### src/rtl/config_loader_pkg.sv
// Shared constants and FSM state type for the configuration frame loader.
package config_loader_pkg;

  localparam logic [31:0] SYNC_WORD_DEFAULT = 32'hFAB0_FAB1;
  localparam logic [7:0]  CMD_WRITE         = 8'h01;
  localparam logic [7:0]  CMD_END           = 8'h02;

  typedef enum logic [2:0] {
    HUNT,
    HEADER,
    DATA,
    SETUP,
    STROBE
  } state_t;

endpackage

### src/rtl/config_frame_decoder.sv
// Turns a stored frame index into a one-hot latch enable; all-zero when idle or out of range.
module config_frame_decoder #(
  parameter int NUM_FRAMES = 20,
  parameter int IDX_W      = 5
) (
  input  logic [IDX_W-1:0]      idx,
  input  logic                  enable,
  output logic [NUM_FRAMES-1:0] strobe
);

  always_comb begin
    strobe = '0;
    if (enable && (int'(idx) < NUM_FRAMES)) begin
      for (int i = 0; i < NUM_FRAMES; i++) begin
        strobe[i] = (int'(idx) == i);
      end
    end
  end

endmodule

### src/rtl/config_frame_loader.sv
// Parses a sync/header/data word stream and drives config latch rows with a
// setup cycle before a single-cycle one-hot frame strobe.
module config_frame_loader #(
  parameter int          DATA_W     = 32,
  parameter int          NUM_FRAMES = 20,
  parameter logic [31:0] SYNC_WORD  = config_loader_pkg::SYNC_WORD_DEFAULT
) (
  input  logic                  CLK,
  input  logic                  resetn,
  input  logic [31:0]           word_in,
  input  logic                  word_valid,
  output logic                  word_ready,
  output logic [DATA_W-1:0]     frame_data,
  output logic [NUM_FRAMES-1:0] frame_strobe,
  output logic                  config_active,
  output logic                  error
);
  import config_loader_pkg::*;

  localparam int IDX_W = (NUM_FRAMES > 1) ? $clog2(NUM_FRAMES) : 1;

  state_t           state;
  logic [IDX_W-1:0] idx;
  logic [7:0]       cmd;
  logic             idx_ok;

  assign cmd    = word_in[31:24];
  assign idx_ok = (int'(word_in[7:0]) < NUM_FRAMES);

  // Ready is a pure function of state so it never loops back through word_valid.
  assign word_ready = (state == HUNT) || (state == HEADER) || (state == DATA);

  always_ff @(posedge CLK or negedge resetn) begin
    if (!resetn) begin
      state         <= HUNT;
      idx           <= '0;
      frame_data    <= '0;
      config_active <= 1'b0;
      error         <= 1'b0;
    end else begin
      case (state)
        HUNT: begin
          if (word_valid && (word_in == SYNC_WORD)) begin
            state         <= HEADER;
            config_active <= 1'b1;
          end
        end
        HEADER: begin
          if (word_valid) begin
            if ((cmd == CMD_WRITE) && idx_ok) begin
              idx   <= word_in[IDX_W-1:0];
              state <= DATA;
            end else if (cmd == CMD_END) begin
              config_active <= 1'b0;
              state         <= HUNT;
            end else begin
              error         <= 1'b1;
              config_active <= 1'b0;
              state         <= HUNT;
            end
          end
        end
        DATA: begin
          if (word_valid) begin
            frame_data <= word_in[DATA_W-1:0];
            state      <= SETUP;
          end
        end
        SETUP:   state <= STROBE;
        STROBE:  state <= HEADER;
        default: state <= HUNT;
      endcase
    end
  end

  // Strobe is decoded from state, so reset removes it asynchronously.
  config_frame_decoder #(
    .NUM_FRAMES (NUM_FRAMES),
    .IDX_W      (IDX_W)
  ) u_decoder (
    .idx    (idx),
    .enable (state == STROBE),
    .strobe (frame_strobe)
  );

endmodule

### config.mk
export PLATFORM = sky130hd
export DESIGN_NAME = config_frame_loader
export DESIGN_NICKNAME = d
export VERILOG_FILES = /design/src/rtl/config_loader_pkg.sv /design/src/rtl/config_frame_decoder.sv /design/src/rtl/config_frame_loader.sv
export SDC_FILE = /design/constraint.sdc
export NUM_CORES = 1
export LEC_CHECK = 0
export BUFFER_PORTS_ARGS = -buffer_cell sky130_fd_sc_hd__clkbuf_2
export CORE_UTILIZATION = 39
export DETAILED_ROUTE_END_ITERATION = 7
export PLACE_DENSITY = 0.69
export SYNTH_ARGS = -nofsm -noshare
export SYNTH_HDL_FRONTEND = slang
export SYNTH_HIERARCHICAL = 1
export SYNTH_SLANG_ARGS = --single-unit
### constraint.sdc
create_clock -name CLK -period 3.6 [get_ports CLK]
set_clock_uncertainty 0.2 [all_clocks]
set_input_delay 0.72 -clock CLK [delete_from_list [all_inputs] [get_ports CLK]]
set_output_delay 0.72 -clock CLK [all_outputs]
set_load 0.05 [all_outputs]
==> flow_metrics.tcl <==
set metrics [dict create \
    status "complete, no violations" \
    cp_slowest_cell "nor3_1" \
    clock-root-buffer "clkbuf_8" \
    rsz0062_at_grt "no" \
    setup_violations 0 \
    coreArea_sq_um 4750 \
    rows 25 \
    min_path_type "reg2reg" \
    die_x_um 72.7 \
    fill_cells 456 \
    insertion_delay_ns 0.29 \
    viasPerCell 4.94 \
    ys_top_cells_by_area "dfrtp_1 54%, mux2_2 21%, nor2_1 3.1%" \
    final_area_sq_um 2560 \
    cts_tree "done" \
    place_congestion 0.746 \
    r2r-start "state[2]" \
    area_growth_pct 31.0 \
    power_density_nw_per_um2 843 \
    final_common_cell "clkbuf_2" \
    final.setup.tns_ns 0 \
    layout_common_cells "89 x clkbuf_2, 42 x dfrtp_1, 37 x mux2_2, 15 x nor2_1, 7 x nor3_1" \
    hold_viol 0 \
    min_period_ns 3.28 \
    yosys.area.top_type "dfrtp_1" \
    grt_overflow 0 \
    worstHoldStart "error" \
    grt_max_degree 43 \
    postCtsSetupRepairBufs 0 \
    die_h_um 72.7 \
    clk_path_buf_depth 2 \
    synth.avg_cell_area_sq_um 12.4 \
    worst_slew_pin_slew_ns 1.05 \
    synth_cell_type_count 32 \
    worst_r2r_path_depth 4 \
    slew_violations 0 \
    syn_inst 157 \
    maxCapViolCount 0 \
    synth_edf_count 0 \
    crit_path_cell_trace "inv_1 > nor3_1 > or4b_4 > nor2_1 > clkbuf_2" \
    grt_pass1_vias 1566 \
    slew_headroom 0.303 \
    dieArea_sq_um 5290 \
    avgRoutedWirePerCell_um 13.9 \
    syn_area_sq_um 1950 \
    placed_cell_area_sq_um 2470 \
    portBuffers 89 \
    start_util 0.411 \
    holdPathStages 1 \
    ctsResizeCount 0 \
    drt_first_pass_iters 4 \
    r2r-end "frame_data[12]" \
    fmax_ghz 0.305 \
    routed_wirelength_um 4390 \
    critical_path_class "reg2out" \
    h-tree-depth 2 \
    vias 1565 \
    crit_start "state[2]" \
    grt_pass1_wl_um 7210 \
    crit_required_ns 2.68 \
    nets 284 \
    ir_worst_vdd_uv 572 \
    worstPathArrival_ns 2.36 \
    cp-start-kind "flop" \
    endpoint_kind "output port" \
    yosysWarnings 6 \
    clk_pin_slew_ns 0.08 \
    crit_path_max_incr_delay_ns 0.58 \
    syn_nets 192 \
    final.setup.worst_slack_ns 0.321 \
    period_share 0.911 \
    synthArstFlopShare 1.00 \
    p_leak_nw 1.22 \
    grtUsageTotal 0.179 \
    dp_slack_ns 0.661 \
    cts_num_sinks 42 \
    yosysSeqAreaShare 0.538 \
    synth_ff_type "dfrtp_1" \
    drc 0 \
    layout-drive-gt1-share 0.564 \
    hold_buffers 0 \
    antennaDiodeCount 0 \
    ff2ff_setup_slack_ns 1.47 \
    multiInputGateArea_sq_um 855 \
    synth_top_area_frac 0.538 \
    cts_buffers 5 \
    min_delay_worst_endpoint "error" \
    seq_area_sq_um 1050 \
    ys_seq_elements 42 \
    grt_antenna_before_repair 0 \
    first_iter_violations 32 \
    fin_hold_ws_ns 0.286 \
    boundaryPins 90 \
    antenna_left 0 \
    dp_hpwl_um 3340 \
    critPathMaxFanout 7 \
]
[worst max path at each step]
stage,cells after the start,slack (ns),to
after floorplan,4,0.46,frame_strobe[14]
after global placement,5,0.75,frame_strobe[8]
after detailed placement,5,0.66,frame_strobe[8]
after CTS,5,0.32,frame_strobe[8]
after global routing,5,0.16,frame_strobe[16]
final,5,0.32,frame_strobe[16]
[cells in the mapped netlist, types with 3 or more instances]
| master | count |
|---|---|
| buf_4 | 3 |
| dfrtp_1 | 42 |
| a21oi_1 | 3 |
| nor3_1 | 7 |
| nor4_1 | 5 |
| mux2_2 | 37 |
| nor2_1 | 16 |
| nand2b_1 | 5 |
| nand3b_1 | 3 |
| nand2_1 | 6 |
| inv_1 | 3 |
[flip-flops by register name (all words and copies together) (netlist names)]
signal         flops
error              1
frame_data        32
config_active      1
state              3
idx                5
[layer usage]
| layer | share of wire | up-vias | GRT usage |
|---|---|---|---|
| met5 | 0 | - | 0 |
| met4 | 0.014 | 0 | 0.0871 |
| met3 | 0.064 | 5 | 0.0442 |
| met2 | 0.46 | 58 | 0.285 |
| met1 | 0.46 | 755 | 0.230 |
| li1 | - | 747 | - |
[stage by stage]
step / utilization / instances / total power, mW
finish: 0.538 / 317 / 2.16
global placement: 0.519 / 309 / 1.84
floorplan: - / 157 / 1.60
global route: 0.538 / 317 / 2.25
detailed placement: 0.519 / 309 / 1.86
CTS: 0.538 / 317 / 2.18
[critical path, delay by kind of cell (launching register included)]
kind	cells	cell delay (ns)
DFF	1	0.42
buffers and inverters	2	0.38
and+or+nand+nor	3	1.27
[logic make-up after synthesis]
kind of cell           count (synthesis)  share of synthesized area
and+or+nand+nor                       62                      0.197
muxes                                 38                      0.219
buffers and inverters                  8                     0.0250
AOI/OAI and AO/OA                      7                     0.0212
DFF                                   42                      0.538
[power breakdown]
group / switching [mW] / internal [mW]
clock network: 0.158 / 0.155
registers: 0.0925 / 0.659
logic: 0.819 / 0.274
total: 1.07 / 1.09
[area by class of cell]
class | count | share of cell area
clock inverters | 1 | 0.00196
multi-input cells | 107 | 0.334
flip-flops and latches | 42 | 0.411
inverters | 3 | 0.00440
clock buffers | 7 | 0.0338
well taps | 67 | 0.0328
repair buffers | 90 | 0.182
Power figures use the tool's default switching activity.
